--- config.mk ---
export PLATFORM = sky130hd
export DESIGN_NAME = uart_rx
export DESIGN_NICKNAME = d
export VERILOG_FILES = /design/src/rtl/uart_rx.sv
export SDC_FILE = /design/constraint.sdc
export NUM_CORES = 1
export LEC_CHECK = 0
export ABC_AREA = 1
export ABC_CLOCK_PERIOD_IN_PS = 2100
export CAP_MARGIN = 10
export CORE_ASPECT_RATIO = 0.75
export CORE_MARGIN = 8
export CORE_UTILIZATION = 35
export DETAILED_ROUTE_END_ITERATION = 12
export PLACE_DENSITY = 0.59
export SYNTH_ARGS = -nofsm -noshare
export SYNTH_HDL_FRONTEND = slang
export SYNTH_SLANG_ARGS = --single-unit
--- constraint.sdc ---
create_clock -name CLK -period 2.1 [get_ports CLK]
set_input_delay 0.42 -clock CLK [delete_from_list [all_inputs] [get_ports CLK]]
set_output_delay 0.42 -clock CLK [all_outputs]
set_load 0.02 [all_outputs]
--- src/rtl/uart_rx.sv ---
// uart_rx: oversampling UART receiver.
//   Frame: start(0) + DATA_WIDTH data bits (LSB first) + optional parity + stop(1).
//   Each bit lasts OVERSAMPLE clocks; the bit value is the majority of three
//   samples taken around mid-bit (edge_cnt = OS/2-1, OS/2, OS/2+1).
// Ports:
//   CLK         receiver clock (bit rate = CLK / OVERSAMPLE)
//   RST         asynchronous reset, active low
//   RX_IN       serial line, idles high
//   PAR_EN      1 = frame carries a parity bit (captured at start-bit detect)
//   PAR_TYP     0 = even, 1 = odd parity (captured at start-bit detect)
//   P_DATA      last error-free byte
//   DATA_VALID  one-cycle strobe, P_DATA updated
//   PAR_ERR     one-cycle strobe at end of frame on parity mismatch
//   STP_ERR     one-cycle strobe at end of frame when stop bit sampled low
module uart_rx #(
  parameter int OVERSAMPLE = 8,
  parameter int DATA_WIDTH = 8
) (
  input  logic                  CLK,
  input  logic                  RST,
  input  logic                  RX_IN,
  input  logic                  PAR_EN,
  input  logic                  PAR_TYP,
  output logic [DATA_WIDTH-1:0] P_DATA,
  output logic                  DATA_VALID,
  output logic                  PAR_ERR,
  output logic                  STP_ERR
);

  localparam int EW = $clog2(OVERSAMPLE);
  localparam logic [EW-1:0] S0   = EW'(OVERSAMPLE/2 - 1);
  localparam logic [EW-1:0] S1   = EW'(OVERSAMPLE/2);
  localparam logic [EW-1:0] S2   = EW'(OVERSAMPLE/2 + 1);
  localparam logic [EW-1:0] LAST = EW'(OVERSAMPLE - 1);
  localparam logic [3:0]    BLAST = 4'(DATA_WIDTH - 1);

  typedef enum logic [2:0] {IDLE, START, DATA, PARITY, STOP} state_t;

  state_t                state_q, state_d;
  logic [EW-1:0]         edge_q, edge_d;
  logic [3:0]            bit_q, bit_d;
  logic [DATA_WIDTH-1:0] shreg_q, shreg_d;
  logic [2:0]            samp_q, samp_d;
  logic                  pen_q, pen_d;
  logic                  ptyp_q, ptyp_d;
  logic                  perr_q, perr_d;
  logic [DATA_WIDTH-1:0] pdata_q, pdata_d;
  logic                  dv_q, dv_d;
  logic                  pe_q, pe_d;
  logic                  se_q, se_d;

  logic third, maj, bit_end, exp_par;

  // With OVERSAMPLE=4 the third sample lands on the bit's final edge, so it
  // is taken straight from the line instead of from the sample register.
  assign third   = (edge_q == S2) ? RX_IN : samp_q[2];
  assign maj     = (samp_q[0] & samp_q[1]) | (samp_q[0] & third) | (samp_q[1] & third);
  assign bit_end = (edge_q == LAST);
  // Odd parity is the inverted XOR of the data bits.
  assign exp_par = (^shreg_q) ^ ptyp_q;

  always_ff @(posedge CLK or negedge RST) begin
    if (!RST) begin
      state_q <= IDLE;
      edge_q  <= '0;
      bit_q   <= '0;
      shreg_q <= '0;
      samp_q  <= '0;
      pen_q   <= 1'b0;
      ptyp_q  <= 1'b0;
      perr_q  <= 1'b0;
      pdata_q <= '0;
      dv_q    <= 1'b0;
      pe_q    <= 1'b0;
      se_q    <= 1'b0;
    end else begin
      state_q <= state_d;
      edge_q  <= edge_d;
      bit_q   <= bit_d;
      shreg_q <= shreg_d;
      samp_q  <= samp_d;
      pen_q   <= pen_d;
      ptyp_q  <= ptyp_d;
      perr_q  <= perr_d;
      pdata_q <= pdata_d;
      dv_q    <= dv_d;
      pe_q    <= pe_d;
      se_q    <= se_d;
    end
  end

  always_comb begin
    state_d = state_q;
    edge_d  = edge_q;
    bit_d   = bit_q;
    shreg_d = shreg_q;
    samp_d  = samp_q;
    pen_d   = pen_q;
    ptyp_d  = ptyp_q;
    perr_d  = perr_q;
    pdata_d = pdata_q;
    dv_d    = 1'b0;
    pe_d    = 1'b0;
    se_d    = 1'b0;

    if (state_q != IDLE) begin
      edge_d = bit_end ? '0 : edge_q + 1'b1;
      if (edge_q == S0) samp_d[0] = RX_IN;
      if (edge_q == S1) samp_d[1] = RX_IN;
      if (edge_q == S2) samp_d[2] = RX_IN;
    end

    case (state_q)
      IDLE: begin
        // Detect edge counts as edge 0 of the start bit.
        if (!RX_IN) begin
          state_d = START;
          edge_d  = EW'(1);
          bit_d   = '0;
          pen_d   = PAR_EN;
          ptyp_d  = PAR_TYP;
          perr_d  = 1'b0;
        end
      end
      START: begin
        if (bit_end) begin
          state_d = maj ? IDLE : DATA;  // high majority: glitch, drop it silently
          bit_d   = '0;
        end
      end
      DATA: begin
        if (bit_end) begin
          shreg_d = {maj, shreg_q[DATA_WIDTH-1:1]};
          if (bit_q == BLAST) begin
            state_d = pen_q ? PARITY : STOP;
            bit_d   = '0;
          end else begin
            bit_d = bit_q + 4'd1;
          end
        end
      end
      PARITY: begin
        if (bit_end) begin
          if (maj != exp_par) perr_d = 1'b1;
          state_d = STOP;
        end
      end
      STOP: begin
        if (bit_end) begin
          state_d = IDLE;
          se_d    = ~maj;
          pe_d    = perr_q;
          if (maj && !perr_q) begin
            dv_d    = 1'b1;
            pdata_d = shreg_q;
          end
        end
      end
      default: state_d = IDLE;
    endcase
  end

  assign P_DATA     = pdata_q;
  assign DATA_VALID = dv_q;
  assign PAR_ERR    = pe_q;
  assign STP_ERR    = se_q;

endmodule

==> results.md, run 1 <==
- Mean Syn Cell Area: between 7 and 8 µm²
- Post-Syn Instances: approximately 220
- Post-synthesis cell type count: 23
- Filler cells: ~500
- YS warnings: 0
- First-pass GRT wire length: 5900 µm
- Pwr/cell area: about 1300 nW/µm²
- Clock buffer depth: 2
- # IOs: 16
- WHS Endpoint: P_DATA[0]$_DFFE_PN0P_
- Worst vdd ir: roughly 0.00045 V
- Part of the cycle the worst path needs: approximately 80%
- Most frequent cells in the layout: nand2_1 (78), dfrtp_1 (35), inv_1 (25)
- Pwr Total: approximately 2.6 mW
- Synth-to-Final Area Change: 18.4%
- Starting Density: a little over a third
- Vias in the first global route: around 1,300
- # clock sinks: 35
- R2R Setup Slk: about 0.44 ns
- Leading area contributor after synthesis: dfrtp_1
- Clock latency on the worst-skew pair: roughly 0.29 ns
- 1st-iter DRT viols: 84
- Avg Vias per Cell: 4.46
- Total number of vias: approximately 1,300
- Hold Path Stages: 2
- Top cells by area in the synthesized netlist: dfrtp_1 (50%), nand2_1 (17%), inv_1 (5.4%)
- CP Cell Sequence: clkdlybuf4s50_1
- Reg2Reg Depth: 10
- Clock slew seen by the registers of the worst setup and hold paths: 0.08 ns
- Post-synth top area share: about half
- Slew Viols, Final: 0
- Hold WS: roughly 0.49 ns
- Initial antenna violation count: 0
- Most common library cell in the layout ignoring fill and taps: nand2_1
- Worst setup EP type: output pin
- Final net count: around 250
- Worst slew pin tran: 0.450 ns
- RSZ-0062 raised after global routing: false
- Delay-heaviest family, CP: buffers and inverters
- Outcome: finished, final reports clean
- Gpl congestion: between 0.8 and 0.9
- # rows: 22
- Storage cell area: slightly below 900 µm²
- Total Routed Length: about 3400 µm
- Largest net degree at the start of global routing: 36
- Grt total ovfl: 0
- Synthesized area: approximately 1700 µm²
- Setup violators final: 0
- Kind of critical path: flip-flop to output pin
- CTS Buf Count: 5
- CP Buf/Inv Count: 1
- Max Freq: around 600 MHz
- Number of port buffers: 15
- Drt pass-1 iters: 4
- WL per Instance: ~11 µm
- DRC viols: 0
- Fraction of layout cells with a size suffix above 1: under 10%
- Worst EP required: between 1.5 and 2 ns
- Sequential-to-total area share from yosys stat: 50.4%
- # Post-CTS Setup Buffers: 0
- Fin cells: 301
- Crit path largest cell delay: about 0.61 ns
- Post-CTS sizing: 0
- Die height: around 77 µm
- Net Count, Synth: between 200 and 250
- Die W: around 97 µm
- Root buf cell: clkbuf_8
- Critical Path Fanout Max: 2
- Startpoint type of the worst setup path: flip-flop
- HP Class: flip-flop to flip-flop
- Crit path max-delay cell type: clkdlybuf4s50_1
- Area of the multi-input gates: about 750 µm²
- Ant. Diodes: 0
- CTS tree: yes
- WP data arrival: 1.26 ns
- Clock Skew: ~0.0088 ns
- Slew Limit Headroom: a little over two thirds
- HPWL after detailed placement: between 2000 and 3000 µm
- Placed cells: 293
- Yosys reg bits: 35
- Htree depth: 2
- Total GRT Usage: under 10%
- Clock period minus worst slack: between 1.5 and 2 ns
- # Max-Cap Violations: 0
- Final Hold Violating Endpoints: 0
- Reg-to-reg startpoint: edge_q[0]$_DFF_PN0_
- CORE AREA: 4840 µm²
- Die area: between 7000 and 8000 µm²
- Leak: 1.02 nW
- HP Start: P_DATA[0]$_DFFE_PN0P_
- Post-DRT Antenna Nets: 0
- Hold-fix buffers, CTS: 0
- Worst reg2reg endpoint: bit_q[2]$_DFFE_PN0P_
- Setup tns final: 0 ns
==> power breakdown <==
group / internal (mW) / switching [mW] / leakage, nW
registers: 0.847 / 0.156 / 0.459
clock network: 0.231 / 0.263 / 0.0402
logic: 0.396 / 0.691 / 0.519
total: 1.47 / 1.11 / 1.02
==> Yosys cell counts <==
master     n
nand2_1   78
dfrtp_1   35
inv_1     25
o21ai_0   16
nand3_1   12
nor2_1    11
o21ai_1    7
ha_1       6
a21oi_1    4
a31oi_1    4
inv_2      3
nand2_2    3
nor2_2     3
xor2_1     2
buf_2      1
clkbuf_1   1
mux2_2     1
nor2_4     1
nor3_1     1
nor3_4     1
o22ai_1    1
or2_2      1
xnor2_1    1
==> metal layers <==
| metal | GRT usage (%) | vias to the layer above | routed length, µm |
|---|---|---|---|
| met5 | 0 | - | 0 |
| met4 | 3.62 | 0 | 36 |
| met3 | 3.04 | 2 | 143 |
| met2 | 13.4 | 19 | 1320 |
| met1 | 12.8 | 591 | 1890 |
| li1 | - | 730 | - |
==> worst max-delay path by stage <==
| stage | startpoint | to | slack, ns | cells after the start |
|---|---|---|---|---|
| after floorplan | edge_q[0]$_DFF_PN0_ | P_DATA[2]$_DFFE_PN0P_ | 0.61 | 8 |
| after global placement | RX_IN | perr_q$_DFFE_PN0P_ | 0.25 | 12 |
| after detailed placement | RX_IN | perr_q$_DFFE_PN0P_ | 0.21 | 12 |
| after CTS | P_DATA[5]$_DFFE_PN0P_ | P_DATA[5] | 0.41 | 1 |
| after global routing | edge_q[0]$_DFF_PN0_ | bit_q[2]$_DFFE_PN0P_ | 0.31 | 10 |
| final | P_DATA[5]$_DFFE_PN0P_ | P_DATA[5] | 0.42 | 1 |
==> per-stage QoR <==
step	setup slack (ns)	area [µm²]	utilization (%)
final	0.421	2060	42.5
after global routing	0.314	2060	42.5
after CTS	0.412	2060	42.5
after detailed placement	0.209	1970	40.7
after global placement	0.248	1970	40.7
after floorplan	0.606	1740	-
==> final cells by class <==
type / count / area share [%]
sequential: 35 / 42.5
multi-input combinational: 153 / 36.4
timing repair buffer: 17 / 8.02
inverter: 28 / 5.10
tap: 60 / 3.65
clock buffer: 5 / 3.34
clock inverter: 3 / 0.972
==> worst min-delay path: cells and delay by family (launching register included) <==
family        cells  cell delay (ns)
flops             1             0.36
simple gates      2             0.10
==> cells by family (layout without fill, tap and decap cells) <==
logic type,Yosys count,count (layout),synth area share [%]
buffers and inverters,30,53,6.55
muxes,1,1,0.647
and+or+nand+nor,111,111,27.1
adders and majority gates,6,6,4.32
AOI/OAI and AO/OA,32,32,9.57
DFF,35,35,50.4
xor gates and xnor gates,3,3,1.51
==> flip-flops by register name (all words and copies together) (netlist names) <==
register / count
DATA_VALID: 1
shreg_q: 8
STP_ERR: 1
perr_q: 1
bit_q: 4
PAR_ERR: 1
ptyp_q: 1
P_DATA: 8
samp_q: 3
pen_q: 1
edge_q: 3
state_q: 3
Power figures use the tool's default switching activity.
==> inputs of run 2 (changes only) <==
--- a/config.mk
+++ b/config.mk
@@ -6,13 +6,13 @@
 export NUM_CORES = 1
 export LEC_CHECK = 0
 export ABC_AREA = 1
-export ABC_CLOCK_PERIOD_IN_PS = 2100
+export ABC_CLOCK_PERIOD_IN_PS = 1400
 export CAP_MARGIN = 10
 export CORE_ASPECT_RATIO = 0.75
 export CORE_MARGIN = 8
 export CORE_UTILIZATION = 35
 export DETAILED_ROUTE_END_ITERATION = 12
-export PLACE_DENSITY = 0.59
+export PLACE_DENSITY = 0.61
 export SYNTH_ARGS = -nofsm -noshare
 export SYNTH_HDL_FRONTEND = slang
 export SYNTH_SLANG_ARGS = --single-unit
==> constraint.sdc (replaced) <==
create_clock -name CLK -period 1.4 [get_ports CLK]
set_input_delay 0.28 -clock CLK [delete_from_list [all_inputs] [get_ports CLK]]
set_output_delay 0.28 -clock CLK [all_outputs]
set_load 0.02 [all_outputs]
==> run 2 against run 1 <==
Compared with the run above:
- the run now ends with negative setup slack left
- hold slack worse by 0.13 ns
- register-to-register slack worse by 0.53 ns
- sequential power up 61%
- global-route usage up 0.74 points
- utilization up 12 points
- cell area up 28%
- critical path type is now flip-flop to flip-flop
- largest cell class is now multi-input combinational cells
- highest routed layer unchanged
==> results.md, run 2 (synthesis gave the netlist of run 1 again) <==
- Worst slew pin tran: 0.272 ns (-0.178 ns)
- Drt pass-1 iters: 4 (unchanged)
- # Max-Cap Violations: 0 (unchanged)
- WP data arrival: 1.70 ns (+0.44 ns)
- Final setup margin: -0.0876 ns (-0.509 ns)
- Grt total ovfl: 0 (unchanged)
- # rows: 22 (unchanged)
- CORE AREA: 4840 µm² (unchanged)
- Max Freq: between 600 and 700 MHz
- Fraction of layout cells with a size suffix above 1: 38.4% (+29 points)
- Synth-to-Final Area Change: 51.3%
- Setup violators final: 15 (+15)
- Pwr/cell area: 2130 nW/µm² (+70%)
- Clock slew seen by the registers of the worst setup and hold paths: 0.07 ns (about the same)
- CTS tree: yes
- Worst vdd ir: 0.000817 V (+82%)
- Htree depth: 2 (unchanged)
- Area of the multi-input gates: 1010 µm² (+35%)
- HPWL after detailed placement: 2610 µm (+4.0%)
- RSZ-0062 raised after global routing: true
- Pwr Total: 5.61 mW (+120%)
- Final net count: 278 (+11%)
- Slew Viols, Final: 0 (unchanged)
- Worst setup EP type: flip-flop
- 1st-iter DRT viols: 48 (-43%)
- # clock sinks: 35 (unchanged)
- # IOs: 16 (unchanged)
- Clock buffer depth: 2 (unchanged)
- Ant. Diodes: 0 (unchanged)
- Slew Limit Headroom: 81.8% (+12 points)
- Storage cell area: 881 µm² (+0.57%)
- Fin cells: 328 (+9.0%)
- Avg Vias per Cell: 4.60 (+3.2%)
- Vias in the first global route: 1,507 (+18%)
- HP Class: primary input to asynchronous set/reset pin
- Clock period minus worst slack: around 1.5 ns
- Largest net degree at the start of global routing: 36 (unchanged)
- Gpl congestion: 0.784 (-5.6%)
- Die height: 77.0 µm (unchanged)
- Part of the cycle the worst path needs: 106%
- Setup tns final: -0.483 ns (-0.483 ns)
- Die area: 7500 µm² (unchanged)
- Root buf cell: clkbuf_8
- Most common library cell in the layout ignoring fill and taps: nand2_1
- Most frequent cells in the layout: nand2_1 (54), dfrtp_1 (31), nand2_2 (20)
- Placed cells: 311 (+6.1%)
- WL per Instance: 12.3 µm (+9.2%)
- Failing checks: negative setup slack
- Filler cells: 437 (-13%)
- Initial antenna violation count: 0 (unchanged)
- Startpoint type of the worst setup path: flip-flop
- Kind of critical path: flip-flop to flip-flop
- Total Routed Length: 4030 µm (+19%)
- Hold-fix buffers, CTS: 0 (unchanged)
- Outcome: complete, but fails checks
- Worst EP required: 1.61 ns (-0.07 ns)
- Post-DRT Antenna Nets: 0 (unchanged)
- Dpl cell area: 2150 µm² (+9.3%)
- Leak: 1.30 nW (+27%)
- Critical Path Fanout Max: 3 (+1)
- Utilization after layout: 54.3% (+12 points)
- DRC viols: 0 (unchanged)
- Clock latency on the worst-skew pair: 0.28 ns (about the same)
- Starting Density: 35.9% (unchanged)
- Final Hold Violating Endpoints: 0 (unchanged)
- Clock Skew: 0.0104 ns (+0.00159 ns)
- Number of port buffers: 15 (unchanged)
- Total number of vias: 1,509 (+12%)
- Total GRT Usage: 10.2% (+0.74 points)
- CTS Buf Count: 5 (unchanged)
- First-pass GRT wire length: 6530 µm (+11%)
- Die W: 97.4 µm (unchanged)
- Design area: 2630 µm² (+28%)
-- run 2: cell count changes in the layout (fill, tap and decap cells not counted), sizes merged --
cell	delta
buf	+25
bufinv	+2
clkbuf	+2
clkdlybuf4s50	-11
clkinv	-1
clkinvlp	-2
dlygate4sd2	+11
nand2	+1
-- run 2: layout make-up --
class                   instances  area share [%]
multi-input cells             154            38.3
inverters                      28            4.18
clock buffers                   6            2.76
well taps                      60            2.85
flip-flops and latches         35            33.5
clock inverters                 2            2.28
repair buffers                 43            16.1
-- run 2: worst max-delay path: stages, from the launching register on --
cell	delay (ns)
dfrtp_1	0.41
ha_4	0.17
ha_4	0.17
inv_4	0.05
buf_4	0.13
buf_6	0.11
buf_4	0.12
nor2_2	0.11
nand2_1	0.06
a21oi_1	0.11
-- run 2: through the flow --
step           hold slack (ns)  setup slack (ns)
6_report                 0.361           -0.0876
5_1_grt                  0.393            -0.155
4_1_cts                  0.375           -0.0922
3_5_place_dp             0.482            -0.273
3_3_place_gp             0.477            -0.234
2_1_floorplan          -0.0156           0.00462
-- run 2: final timing paths --
check	slack, ns	depth (start not counted)	startpoint	end
setup / recovery	-0.09	9	edge_q[1]$_DFF_PN0_	perr_q$_DFFE_PN0P_
hold / removal	0.36	2	RST	shreg_q[4]$_DFFE_PN0P_
setup reg to reg	-0.09	9	edge_q[1]$_DFF_PN0_	perr_q$_DFFE_PN0P_
hold reg to reg	0.49	2	P_DATA[5]$_DFFE_PN0P_	P_DATA[5]$_DFFE_PN0P_
max in group asynchronous	0.84	2	RST	state_q[2]$_DFFE_PN0P_
min in group CLK	0.49	2	P_DATA[5]$_DFFE_PN0P_	P_DATA[5]$_DFFE_PN0P_
-- run 2: what timing repair did --
| action | 4_1_cts | 5_1_grt |
|---|---|---|
| gates cloned | 1 | 1 |
| setup buffers | 4 | 3 |
| pin swaps | 8 | 12 |
| gates resized for setup | 39 | 59 |
| setup endpoints to repair | 30 | 28 |
-- run 2: report_power, final --
part	switching, mW	leakage (nW)	internal [mW]
Combinational	1.59	0.777	1.35
Clock	0.353	0.0654	0.712
Sequential	0.327	0.455	1.28
-- run 2: metal layers --
metal | up-vias | track usage [%] | part of all wire, %
met3 | 2 | 3.13 | 3.5
met5 | - | 0 | 0
met2 | 18 | 16.6 | 47
li1 | 787 | - | -
met1 | 702 | 12.8 | 49
met4 | 0 | 2.26 | 0.67
